### config.mk
export PLATFORM = sky130hd
export DESIGN_NAME = cmsdk_ahb_sram_wbuf
export DESIGN_NICKNAME = d
export VERILOG_FILES = /design/src/rtl/cmsdk_ahb_sram_wbuf.sv
export SDC_FILE = /design/constraint.sdc
export NUM_CORES = 1
export LEC_CHECK = 0
export CELL_PAD_IN_SITES_DETAIL_PLACEMENT = 0
export CELL_PAD_IN_SITES_GLOBAL_PLACEMENT = 1
export CORE_UTILIZATION = 35
export CTS_CLUSTER_DIAMETER = 150
export DETAILED_ROUTE_END_ITERATION = 8
export HOLD_SLACK_MARGIN = 0.05
export PLACE_DENSITY_LB_ADDON = 0.1
export SETUP_SLACK_MARGIN = 0.3
export SLEW_MARGIN = 30
export SYNTH_ARGS = -nofsm -noshare
export SYNTH_HDL_FRONTEND = slang
export SYNTH_SLANG_ARGS = --single-unit
### constraint.sdc
create_clock -name HCLK -period 3.12 [get_ports HCLK]
set_input_delay 0.312 -clock HCLK [delete_from_list [all_inputs] [get_ports HCLK]]
set_output_delay 0.312 -clock HCLK [all_outputs]
set_load 0.1 [all_outputs]
### src/rtl/cmsdk_ahb_sram_wbuf.sv
// Zero-wait AHB-Lite SRAM slave; reads return 1 cycle after address phase, writes retire in the data phase
// or via a one-entry buffer when a read address phase takes the SRAM port. Only bad transfers stall (2-cycle ERROR).
module cmsdk_ahb_sram_wbuf #(
    parameter int AW = 16
) (
    input  logic          HCLK,
    input  logic          HRESETn,
    input  logic          HSEL,
    input  logic          HREADY,
    input  logic [1:0]    HTRANS,
    input  logic [2:0]    HSIZE,
    input  logic          HWRITE,
    input  logic [AW-1:0] HADDR,
    input  logic [31:0]   HWDATA,
    output logic          HREADYOUT,
    output logic          HRESP,
    output logic [31:0]   HRDATA,
    input  logic [31:0]   SRAMRDATA,
    output logic [AW-3:0] SRAMADDR,
    output logic [31:0]   SRAMWDATA,
    output logic [3:0]    SRAMWEN,
    output logic          SRAMCS
);

    typedef enum logic [1:0] {ST_IDLE, ST_ERR1, ST_ERR2} state_t;

    state_t        state_q, state_d;
    logic          rd_dp_q, wr_dp_q;
    logic [AW-3:0] dp_addr_q;
    logic [3:0]    dp_wen_q;
    logic          buf_valid_q, buf_valid_d;
    logic [AW-3:0] buf_addr_q;
    logic [3:0]    buf_wen_q;
    logic [31:0]   buf_data_q;

    logic          acc, bad, good_racc, good_wacc, buf_ld;
    logic [3:0]    strb;
    logic [31:0]   merged;
    logic          unused_htrans0;

    assign unused_htrans0 = HTRANS[0];

    assign acc = HSEL & HREADY & HTRANS[1];
    assign bad = acc & ((HSIZE > 3'd2) ||
                        (HSIZE == 3'd1 && HADDR[0]) ||
                        (HSIZE == 3'd2 && HADDR[1:0] != 2'b00));
    assign good_racc = acc & ~bad & ~HWRITE;
    assign good_wacc = acc & ~bad & HWRITE;
    // A write data phase colliding with a read address phase parks in the buffer.
    assign buf_ld    = wr_dp_q & good_racc;

    always_comb begin
        strb = 4'b1111;
        case (HSIZE[1:0])
            2'd0:    strb = 4'b0001 << HADDR[1:0];
            2'd1:    strb = HADDR[1] ? 4'b1100 : 4'b0011;
            default: strb = 4'b1111;
        endcase
    end

    always_ff @(posedge HCLK or negedge HRESETn) begin
        if (!HRESETn) begin
            rd_dp_q   <= 1'b0;
            wr_dp_q   <= 1'b0;
            dp_addr_q <= '0;
            dp_wen_q  <= 4'b0000;
        end else if (HREADY) begin
            rd_dp_q   <= good_racc;
            wr_dp_q   <= good_wacc;
            dp_addr_q <= HADDR[AW-1:2];
            dp_wen_q  <= strb;
        end
    end

    always_ff @(posedge HCLK or negedge HRESETn) begin
        if (!HRESETn) begin
            buf_valid_q <= 1'b0;
            buf_addr_q  <= '0;
            buf_wen_q   <= 4'b0000;
            buf_data_q  <= 32'h0;
        end else begin
            buf_valid_q <= buf_valid_d;
            if (buf_ld) begin
                buf_addr_q <= dp_addr_q;
                buf_wen_q  <= dp_wen_q;
                buf_data_q <= HWDATA;
            end
        end
    end

    // Read owns the port first, then the live write, then the buffered write.
    always_comb begin
        SRAMCS      = 1'b0;
        SRAMWEN     = 4'b0000;
        SRAMADDR    = '0;
        SRAMWDATA   = 32'h0;
        buf_valid_d = buf_valid_q;
        if (good_racc) begin
            SRAMCS   = 1'b1;
            SRAMADDR = HADDR[AW-1:2];
            if (buf_ld) buf_valid_d = 1'b1;
        end else if (wr_dp_q) begin
            SRAMCS    = 1'b1;
            SRAMADDR  = dp_addr_q;
            SRAMWEN   = dp_wen_q;
            SRAMWDATA = HWDATA;
        end else if (buf_valid_q) begin
            SRAMCS      = 1'b1;
            SRAMADDR    = buf_addr_q;
            SRAMWEN     = buf_wen_q;
            SRAMWDATA   = buf_data_q;
            buf_valid_d = 1'b0;
        end
    end

    always_comb begin
        merged = SRAMRDATA;
        for (int i = 0; i < 4; i++) begin
            if (buf_valid_q && buf_addr_q == dp_addr_q && buf_wen_q[i])
                merged[8*i +: 8] = buf_data_q[8*i +: 8];
        end
        HRDATA = rd_dp_q ? merged : 32'h0;
    end

    always_ff @(posedge HCLK or negedge HRESETn) begin
        if (!HRESETn) state_q <= ST_IDLE;
        else          state_q <= state_d;
    end

    always_comb begin
        state_d   = state_q;
        HREADYOUT = 1'b1;
        HRESP     = 1'b0;
        case (state_q)
            ST_IDLE: if (bad) state_d = ST_ERR1;
            ST_ERR1: begin
                HREADYOUT = 1'b0;
                HRESP     = 1'b1;
                state_d   = ST_ERR2;
            end
            ST_ERR2: begin
                HRESP   = 1'b1;
                state_d = bad ? ST_ERR1 : ST_IDLE;
            end
            default: state_d = ST_IDLE;
        endcase
    end

endmodule

==> run metrics <==
worst min-delay path class in2async; Clock Root Buffer clkbuf_16; worst-case clock buffer depth 2; CP max stage delay 0.52 ns; Post-Layout Cell Count 794; Static Leak 0.00312 µW; fin. max-slew vios 0; Mapped Nets between 500 and 600; drt first pass iters 4; cts hold-fix bufs 0; Worst EP arrival 2.41 ns; sequential standard cell area 1830 µm²; status finished, violations left; # diodes 0; initial core utilization 36.3%; worst vdd ir 0.000591 V; Cell Pwr Density 380 nW/µm²; GRT Residual Overflow 0; # clock sinks 73; synthesis-stage register bit count 73; Antenna Violating Nets Remaining 0; multi-input logic area between 2000 and 2500 µm²; Core Area 12200 µm²; Die Ht about 110 µm; antenna violations before repair 0; CP startpoint kind flip-flop; global-route wire length before repair about 21000 µm; DRC 0; Layout Nets 717; number of fill cells 999; RSZ-0062 raised after global routing false; Die X 114 µm; Num CTS Buffers 9; cell mode on critical path buf_12; buffers added on ports about 170; H-tree depth 3; drt total wl 12900 µm; Mapped Cells 458; clk slew on worst S/H paths roughly 0.060 ns; max-cap viol count 0; power consumption 2900 µW; RePlAce Congestion 0.744; via/cell ratio 5.06; DR vias approximately 4000; Syn Area/Cell 9.63 µm²; CTS tree done; yosys warns 0; highest clock rate 0.367 GHz; Synth Cell Area 4410 µm²; routed length per instance 16.2 µm; Slew @ Worst Pin just under 0.8 ns; Critical path buffers and inverters 2; Total GRT Usage 20.5%; I/O pin count ~180; Hold Vio Cnt, Final 8; kind of critical path reg2out; HPWL after detailed placement 8870 µm; Final min period 2.73 ns; critical path data required time 2.81 ns; Slew headroom 48.2%; register area share after synthesis 41.4%; Crit. End Element primary output; share of post-route cells with drive strength above 1 about a third; Cell variety after synth 34; CP top delay family compound AO/OA/AOI/OAI gates; Setup Skew between 0.008 and 0.009 ns; endpoints failing setup 0; failing checks hold timing; Cells after DPL roughly 770; vias in the first global route 4037; worst-skew pair later-pin latency 0.33 ns; num rows 40; initial drt markers 219; largest net degree at the start of global routing between 70 and 80; Final Cycle Share 87.3%; worst hold slack -0.0300 ns; Syn-to-layout area delta 73.1%; DIE AREA 13100 µm²; Worst Path Max Fanout 8; cells along the critical path a222oi_1 > nand4_4 > nor2_4 > buf_12 > mux2i_1 > buf_12; CP max stage cell a222oi_1
cell usage in the layout, fill, tap and decap left out, types with 4 or more instances in the layout:
| cell | netlist | final |
|---|---|---|
| ha_1 | 6 | 5 |
| nand4_1 | 5 | 5 |
| a22oi_1 | 49 | 49 |
| clkdlybuf4s50_1 | 0 | 87 |
| o21ai_1 | 2 | 14 |
| mux2i_1 | 32 | 30 |
| clkbuf_16 | 0 | 9 |
| nor2_2 | 0 | 10 |
| nand2_1 | 83 | 83 |
| inv_1 | 10 | 10 |
| a21oi_1 | 4 | 4 |
| dfrtp_1 | 73 | 71 |
| o21ai_0 | 16 | 4 |
| nor2_4 | 4 | 4 |
| buf_12 | 0 | 90 |
| buf_4 | 0 | 8 |
| xor2_1 | 9 | 9 |
| nor2_1 | 42 | 32 |
| mux2_2 | 63 | 63 |
where the power goes:
part           internal (µW)  switching [µW]  total, µW
clock                    791             421       1210
combinational            258             396        654
sequential               992            45.8       1040
total                   2040             862       2900
path summary, 6_finish.rpt:
| check | start | end | slack (ns) | cells past startpoint |
|---|---|---|---|---|
| setup / recovery | dp_addr_q[11] | HRDATA[29] | 0.39 | 6 |
| hold / removal | HRESETn | buf_data_q[12] | -0.03 | 1 |
| setup reg to reg | wr_dp_q | buf_data_q[21] | 1.07 | 4 |
| hold reg to reg | rd_dp_q | rd_dp_q | 0.50 | 1 |
| max in group asynchronous | HRESETn | rd_dp_q | 2.59 | 1 |
| min in group HCLK | rd_dp_q | rd_dp_q | 0.50 | 1 |
per-layer routing:
metal / vias to the layer above / global-route usage [%] / share of wire, %
met2: 114 / 34.3 / 49
li1: 1939 / - / -
met4: 0 / 5.37 / 0.84
met5: - / 0 / 0
met1: 1956 / 27.2 / 45
met3: 8 / 3.92 / 4.6
kinds of logic after synthesis:
kind of cell    synth area share, %
flops                          41.4
xor+xnor                       2.18
simple gates                   14.6
mux                            23.3
fa+ha+maj                      1.70
compound gates                 12.8
buf+inv                        3.91
layout make-up:
cell class	count	share of cell area [%]
tap	168	2.75
inverter	10	0.491
sequential	73	24.0
clock inverter	7	1.65
multi-input combinational	341	32.3
clock buffer	9	2.95
timing repair buffer	186	35.9
cell usage after synthesis:
master	instances	area, µm²
or3_1	1	6.26
nand3_1	1	5.00
buf_1	5	18.8
mux2i_1	32	320
o2bb2ai_1	1	8.76
ha_1	6	75.1
a22oi_1	49	368
nor4_2	1	12.5
o21ai_1	2	10.0
nand4_4	1	21.3
nand2_1	83	312
xnor2_1	2	17.5
nor3_1	3	15.0
a222oi_1	1	10.0
nor2b_1	1	6.26
a31oi_1	3	18.8
nand2b_1	3	18.8
a21oi_1	4	20.0
nor2_1	42	158
buf_2	6	30.0
a21o_1	1	7.51
inv_1	10	37.5
xor2_1	9	78.8
o21ai_0	16	80.1
mux2_2	63	709
o21bai_1	2	15.0
a211oi_1	1	7.51
clkbuf_1	23	86.3
or2b_1	2	15.0
o2111a_1	1	11.3
nor2_4	4	45.0
dfrtp_1	73	1830
nand4_1	5	31.3
a31o_2	1	8.76
repair_timing:
| item | in CTS | in global routing |
|---|---|---|
| setup buffers | 0 | 4 |
| resized for setup | 1 | 2 |
| pin swaps | 3 | 4 |
| endpoints found under the setup margin | 12 | 32 |
stage by stage:
| step | TNS (ns) | area, µm² | setup slack [ns] | utilization (%) | hold WS, ns |
|---|---|---|---|---|---|
| 2_1_floorplan | -8.05 | 4440 | -0.251 | - | 0.0164 |
| 3_3_place_gp | 0 | 7190 | 0.399 | 59.1 | 0.469 |
| 3_5_place_dp | 0 | 7190 | 0.340 | 59.1 | 0.489 |
| 4_1_cts | 0 | 7550 | 0.308 | 62.0 | 0.164 |
| 5_1_grt | 0 | 7640 | 0.282 | 62.8 | 0.0567 |
| 6_report | 0 | 7640 | 0.395 | 62.8 | -0.0300 |
registers in the layout, summed over array words and instances (netlist names):
register	cells
buf_addr_q	14
buf_data_q	32
buf_valid_q	1
buf_wen_q	4
dp_addr_q	14
dp_wen_q	4
rd_dp_q	1
state_q	2
wr_dp_q	1
No activity file was read; power rests on OpenSTA's default activity.
